File: config.mk
export PLATFORM = sky130hd
export DESIGN_NAME = adc_spi_responder
export DESIGN_NICKNAME = d
export VERILOG_FILES = /design/src/rtl/adc_spi_pkg.sv /design/src/rtl/spi_pin_sync.sv /design/src/rtl/adc_spi_responder.sv
export SDC_FILE = /design/constraint.sdc
export NUM_CORES = 1
export LEC_CHECK = 0
export ABC_AREA = 1
export CAP_MARGIN = 30
export CORE_ASPECT_RATIO = 0.8
export CORE_MARGIN = 3
export CORE_UTILIZATION = 29
export CTS_CLUSTER_SIZE = 25
export DETAILED_ROUTE_END_ITERATION = 10
export PLACE_DENSITY = 0.54
export SYNTH_ARGS = -nofsm -noshare
export SYNTH_HDL_FRONTEND = slang
export SYNTH_HIERARCHICAL = 1
export SYNTH_SLANG_ARGS = --single-unit
File: constraint.sdc
create_clock -name clk_clk -period 1.9 [get_ports clk_clk]
set_input_delay 0.285 -clock clk_clk [delete_from_list [all_inputs] [get_ports clk_clk]]
set_output_delay 0.285 -clock clk_clk [all_outputs]
set_load 0.01 [all_outputs]
File: src/rtl/adc_spi_pkg.sv
// Shared types and frame constants for the 3-wire ADC control-port responder.
package adc_spi_pkg;

  typedef enum logic [1:0] {IDLE, INSTR, DATA, DONE} state_e;

  localparam logic [4:0] INSTR_BITS = 5'd8;
  localparam logic [4:0] FRAME_BITS = 5'd16;
  localparam logic       RW_READ    = 1'b1;

endpackage

File: src/rtl/spi_pin_sync.sv
// Two-flop synchronizer for one asynchronous pin, plus level/rise/fall taken
// against a third registered copy.
module spi_pin_sync (
  input  logic clk,
  input  logic rst_n,
  input  logic pin,
  output logic level,
  output logic rise,
  output logic fall
);

  logic [2:0] sync_q, sync_d;

  always_comb sync_d = {sync_q[1:0], pin};

  // Reset to 0 so a chip select that is already low at reset release does
  // not look like a fresh falling edge; a new frame needs a real csbn fall.
  always_ff @(posedge clk or negedge rst_n) begin
    if (!rst_n) sync_q <= '0;
    else        sync_q <= sync_d;
  end

  assign level = sync_q[1];
  assign rise  = sync_q[1] & ~sync_q[2];
  assign fall  = ~sync_q[1] & sync_q[2];

endmodule

File: src/rtl/adc_spi_responder.sv
// Target side of the csbn/sclk/sdio ADC control port: oversampled on clk_clk,
// decodes 16-bit read/write frames into an 8-bit register file.
module adc_spi_responder
  import adc_spi_pkg::*;
#(
  parameter int          NUM_REGS  = 16,
  parameter logic [7:0]  CHIP_ID   = 8'hA5,
  parameter logic [7:0]  RESET_VAL = 8'h00
) (
  input  logic                  clk_clk,
  input  logic                  reset_reset_n,
  input  logic                  adc_csbn,
  input  logic                  adc_sclk,
  input  logic                  adc_sdio_in,
  output logic                  adc_sdio_out,
  output logic                  adc_sdio_oe,
  output logic                  wr_strobe,
  output logic [6:0]            wr_addr,
  output logic [7:0]            wr_data,
  output logic [NUM_REGS*8-1:0] regs_flat,
  output logic                  frame_err
);

  // Pin order in the synchronizer array: [2]=csbn, [1]=sclk, [0]=sdio.
  logic [2:0] pin_lvl, pin_rise, pin_fall;

  spi_pin_sync u_sync [2:0] (
    .clk   (clk_clk),
    .rst_n (reset_reset_n),
    .pin   ({adc_csbn, adc_sclk, adc_sdio_in}),
    .level (pin_lvl),
    .rise  (pin_rise),
    .fall  (pin_fall)
  );

  logic cs_rise, cs_fall, sck_rise, sck_fall, sdi;
  logic unused_pins;

  // A csbn edge in the same cycle as an sclk edge wins; the sclk edge is dropped.
  assign cs_rise     = pin_rise[2];
  assign cs_fall     = pin_fall[2];
  assign sck_rise    = pin_rise[1] & ~cs_fall & ~pin_lvl[2];
  assign sck_fall    = pin_fall[1] & ~cs_fall & ~pin_lvl[2];
  assign sdi         = pin_lvl[0];
  assign unused_pins = ^{pin_lvl[1], pin_rise[0], pin_fall[0]};

  state_e                      state_q, state_d;
  logic [4:0]                  cnt_q, cnt_d;
  logic [7:0]                  rx_q, rx_d, tx_q, tx_d;
  logic                        rw_q, rw_d;
  logic [6:0]                  addr_q, addr_d;
  logic                        oe_q, oe_d, sdo_q, sdo_d;
  logic                        wr_pend_q, wr_pend_d;
  logic                        wr_strobe_q, wr_strobe_d;
  logic [6:0]                  wr_addr_q, wr_addr_d;
  logic [7:0]                  wr_data_q, wr_data_d;
  logic                        frame_err_q, frame_err_d;
  logic [NUM_REGS-1:0][7:0]    regs_q, regs_d;
  logic [7:0]                  rx_byte, rd_val;

  assign rx_byte = {rx_q[6:0], sdi};

  // Read data for the address completing on this rise; unimplemented reads 0.
  always_comb begin
    rd_val = 8'h00;
    if (rx_byte[6:0] == 7'd0) rd_val = CHIP_ID;
    for (int i = 1; i < NUM_REGS; i++)
      if (rx_byte[6:0] == 7'(i)) rd_val = regs_q[i];
  end

  always_comb begin
    state_d     = state_q;
    cnt_d       = cnt_q;
    rx_d        = rx_q;
    tx_d        = tx_q;
    rw_d        = rw_q;
    addr_d      = addr_q;
    oe_d        = oe_q;
    sdo_d       = sdo_q;
    wr_pend_d   = 1'b0;
    wr_strobe_d = 1'b0;
    wr_addr_d   = wr_addr_q;
    wr_data_d   = wr_data_q;
    frame_err_d = 1'b0;
    regs_d      = regs_q;

    // Register 0 and out-of-range addresses still strobe but never store.
    if (wr_pend_q) begin
      wr_strobe_d = 1'b1;
      wr_addr_d   = addr_q;
      wr_data_d   = rx_q;
      for (int i = 1; i < NUM_REGS; i++)
        if (addr_q == 7'(i)) regs_d[i] = rx_q;
    end

    case (state_q)
      IDLE: begin
        if (cs_fall) begin
          state_d = INSTR;
          cnt_d   = '0;
          rx_d    = '0;
        end
      end
      INSTR: begin
        if (cs_rise) begin
          frame_err_d = (cnt_q != 5'd0);
          state_d     = IDLE;
        end else if (sck_rise) begin
          cnt_d = cnt_q + 5'd1;
          rx_d  = rx_byte;
          if (cnt_q == INSTR_BITS - 5'd1) begin
            rw_d    = rx_byte[7];
            addr_d  = rx_byte[6:0];
            tx_d    = (rx_byte[7] == RW_READ) ? rd_val : 8'h00;
            state_d = DATA;
          end
        end
      end
      DATA: begin
        if (cs_rise) begin
          frame_err_d = (cnt_q != FRAME_BITS);
          state_d     = IDLE;
        end else if (sck_rise && cnt_q != FRAME_BITS) begin
          cnt_d = cnt_q + 5'd1;
          rx_d  = rx_byte;
          if (cnt_q == FRAME_BITS - 5'd1 && rw_q != RW_READ) begin
            wr_pend_d = 1'b1;
            state_d   = DONE;
          end
        end else if (sck_fall && rw_q == RW_READ) begin
          // The fall after the last rise releases the pin and ends the frame.
          if (cnt_q == FRAME_BITS) begin
            oe_d    = 1'b0;
            state_d = DONE;
          end else begin
            oe_d  = 1'b1;
            sdo_d = tx_q[7];
            tx_d  = {tx_q[6:0], 1'b0};
          end
        end
      end
      DONE: begin
        if (cs_rise) state_d = IDLE;
      end
      default: state_d = IDLE;
    endcase

    if (cs_rise) oe_d = 1'b0;
  end

  always_ff @(posedge clk_clk or negedge reset_reset_n) begin
    if (!reset_reset_n) begin
      state_q     <= IDLE;
      cnt_q       <= '0;
      rx_q        <= '0;
      tx_q        <= '0;
      rw_q        <= 1'b0;
      addr_q      <= '0;
      oe_q        <= 1'b0;
      sdo_q       <= 1'b0;
      wr_pend_q   <= 1'b0;
      wr_strobe_q <= 1'b0;
      wr_addr_q   <= '0;
      wr_data_q   <= '0;
      frame_err_q <= 1'b0;
      for (int i = 0; i < NUM_REGS; i++)
        regs_q[i] <= (i == 0) ? CHIP_ID : RESET_VAL;
    end else begin
      state_q     <= state_d;
      cnt_q       <= cnt_d;
      rx_q        <= rx_d;
      tx_q        <= tx_d;
      rw_q        <= rw_d;
      addr_q      <= addr_d;
      oe_q        <= oe_d;
      sdo_q       <= sdo_d;
      wr_pend_q   <= wr_pend_d;
      wr_strobe_q <= wr_strobe_d;
      wr_addr_q   <= wr_addr_d;
      wr_data_q   <= wr_data_d;
      frame_err_q <= frame_err_d;
      regs_q      <= regs_d;
    end
  end

  assign adc_sdio_out = sdo_q;
  assign adc_sdio_oe  = oe_q;
  assign wr_strobe    = wr_strobe_q;
  assign wr_addr      = wr_addr_q;
  assign wr_data      = wr_data_q;
  assign frame_err    = frame_err_q;
  assign regs_flat    = regs_q;

endmodule

==> out/results.ini <==
[outcome]
status=complete, but fails checks
violations=setup timing

[finish]
area_growth_pct=43.0
fin_area_um2=11500
drive_gt1_share_pct=20.6
final_cells=1560
multi_input_area_um2=3340
antenna_cells=0
nNetsFinal=1204
final.fill_count=2652
seq_area_um2=4480

[clock_tree]
h-tree-depth=4
cts_buffers=17
clockBufferDepth=2
cts.sinks=179
path_clk_slew_ps=80
cts_tree=yes
cts_root_buffer=clkbuf_16
insertion_delay_ps=450

[drt]
wl_per_cell_um=17.7
vias=7394
finalWirelength_mm=27.6
drtIter0Drc=496
via_per_inst=4.74
postRouteAntennaNets=0
drtPass1Iterations=5
drcViolationCount=0

[critical_path]
reg2reg_to=tx_q[2]$_DFFE_PN0P_
ff2ff_path_depth=14
start_kind=flip-flop
rrSetupSlack_ps=-340
path_cells=inv_2, nand2_4, nor2_4, buf_4, nand3_1, nand3_2, nor2_2, nand4_1, nor2_2, nand4_1, nor2_1, nand3_1, nand2_1, a21boi_2
cp-end-kind=flip-flop
cp_max_fo=7
max_stage_delay_ps=450
worstPathRequired_ps=2230
path_class=flip-flop to flip-flop
critPathArrivalTime_ps=2570
slowest_stage=dfrtp_2
r2r_start=u_sync[0]/sync_q[1]$_DFF_PN0_

[pwr]
netSwitchingFraction_pct=37.2
pwr-share-clk_pct=29.1
pwr-share-seq_pct=34.6
switchingPower_w=0.00451
ir_drop_mv=0.702
internal_power_w=0.00761
power.density_nw_per_um2=1050
p_leak_nw=5.12
combPwrFrac_pct=36.3

[yosys]
syn_inst=953
yosysWarnings=6
syn_avg_cell_area_um2=8.47
synth_area_um2=8070

[place]
dpl.hpwl_mm=20.0
gp_congestion=0.861
portBuffers=143
dpl_cell_area_um2=10500
place_inst=1506

[timing]
fin_crit_ps=2240
post-route-period-util_pct=118
drv_slew=0
skew_ps=10.7
setup_slack_ps=-338
hold_violations=0
rsz0062_at_grt=yes
setup_viol=9
max_freq_mhz=447

[global_routing]
grt_max_degree=50
antenna_found_initial=0
grt_usage_pct=18.6
grt_overflow=0
grt_pass1_wl_mm=42.3
first_global_vias=7062

[worst_hold_path]
min_from=adc_csbn
hold_depth=1
hold_path_class=primary input to flip-flop
min_to=u_sync[2]/sync_q[0]$_DFF_PN0_

[die]
die_w_um=192
die-area_um2=29900
start_util_pct=30.1
die_height_um=155
core_area_um2=26800
rows=53
io_pins=152

[run]
cap_violations=0

[cells in the final DEF, fill, tap and decap left out, types with 2 or more instances in the layout]
master / instances
nand2_1: 272
dfrtp_1: 176
o21ai_0: 143
clkdlybuf4s50_1: 142
buf_4: 98
inv_1: 66
nor2_1: 42
nand3_1: 28
a21oi_1: 24
nand4_1: 21
clkbuf_16: 17
inv_2: 15
nor2_2: 15
nand3_2: 12
buf_6: 10
nand2_2: 9
nor2_4: 9
inv_8: 9
o22ai_1: 8
conb_1: 8
o21ai_1: 6
a21boi_2: 6
ha_1: 6
nor3_1: 5
nand2_4: 5
or2_2: 4
nor3_2: 4
buf_12: 4
inv_4: 3
a21oi_2: 3
clkinv_4: 3
dfrtp_2: 3
clkinv_1: 2
nor3_4: 2
o21ai_2: 2
o22ai_2: 2
ha_2: 2
inv_6: 2
[per-layer routing]
metal | global-route usage (%) | vias up | share of wire, %
met1 | 28.3 | 3573 | 49
met2 | 27.1 | 230 | 44
met4 | 4.30 | 0 | 1.3
li1 | - | 3563 | -
met5 | 0 | - | 0
met3 | 4.01 | 28 | 6.0
[state kept, by name, indices dropped and copies added, names as in the netlist]
register / cells
u_sync/sync_q: 8
wr_strobe: 1
frame_err: 1
rw_q: 1
tx_q: 8
cnt_q: 5
wr_pend_q: 1
state_q: 2
regs_flat: 120
adc_sdio_oe: 1
rx_q: 8
wr_data: 8
addr_q: 7
adc_sdio_out: 1
wr_addr: 7
[power groups by stage]
stage | sequential (W) | combinational, W | clock, W
after floorplan | 0.00422 | 0.00208 | 0
after global placement | 0.00424 | 0.00375 | 0
after detailed placement | 0.00424 | 0.00374 | 0
after CTS | 0.00418 | 0.00410 | 0.00360
after global routing | 0.00421 | 0.00480 | 0.00377
final | 0.00419 | 0.00441 | 0.00353
[through the flow]
step	hold slack, ps	util (%)	setup WS (ps)	TNS [ps]	total power (W)
after floorplan	-10.6	-	10.3	0	0.00631
final	270	43.1	-338	-1550	0.0121
after global placement	231	39.2	-382	-1570	0.00799
after global routing	242	43.1	-477	-2870	0.0128
after detailed placement	233	39.2	-380	-1590	0.00799
after CTS	250	42.3	-307	-1540	0.0119
[final cells by class]
type	instances	share of cell area, %
clock buffer	17	3.69
clock inverter	15	1.32
inverter	86	2.86
multi-input combinational	651	29.0
sequential	179	38.8
tap	357	3.87
timing repair buffer	255	20.4
[worst max-delay path, delay by kind of cell (launching register included)]
kind | cells | cell delay [ps]
simple gates | 11 | 1390
compound gates | 1 | 60
buf+inv | 2 | 230
flops | 1 | 450
[how the worst max path moves through the flow]
stage / end / slack (ps) / start
2_1_floorplan: rx_q[7]$_DFFE_PN0P_ / 10 / state_q[0]$_DFFE_PN0P_
3_3_place_gp: tx_q[2]$_DFFE_PN0P_ / -380 / rx_q[0]$_DFFE_PN0P_
3_5_place_dp: tx_q[2]$_DFFE_PN0P_ / -380 / rx_q[0]$_DFFE_PN0P_
4_1_cts: tx_q[2]$_DFFE_PN0P_ / -310 / rx_q[3]$_DFFE_PN0P_
5_1_grt: tx_q[2]$_DFFE_PN0P_ / -480 / rx_q[4]$_DFFE_PN0P_
6_report: tx_q[2]$_DFFE_PN0P_ / -340 / u_sync[0]/sync_q[1]$_DFF_PN0_
[timing repair]
item	4_1_cts	5_1_grt
endpoints found under the setup margin	9	27
gates resized for setup	43	47
endpoints found under the hold margin	31	0
buffers inserted	13	11
hold buffers	1	0
pin swaps	25	45
(Power assumes the default switching activity.)
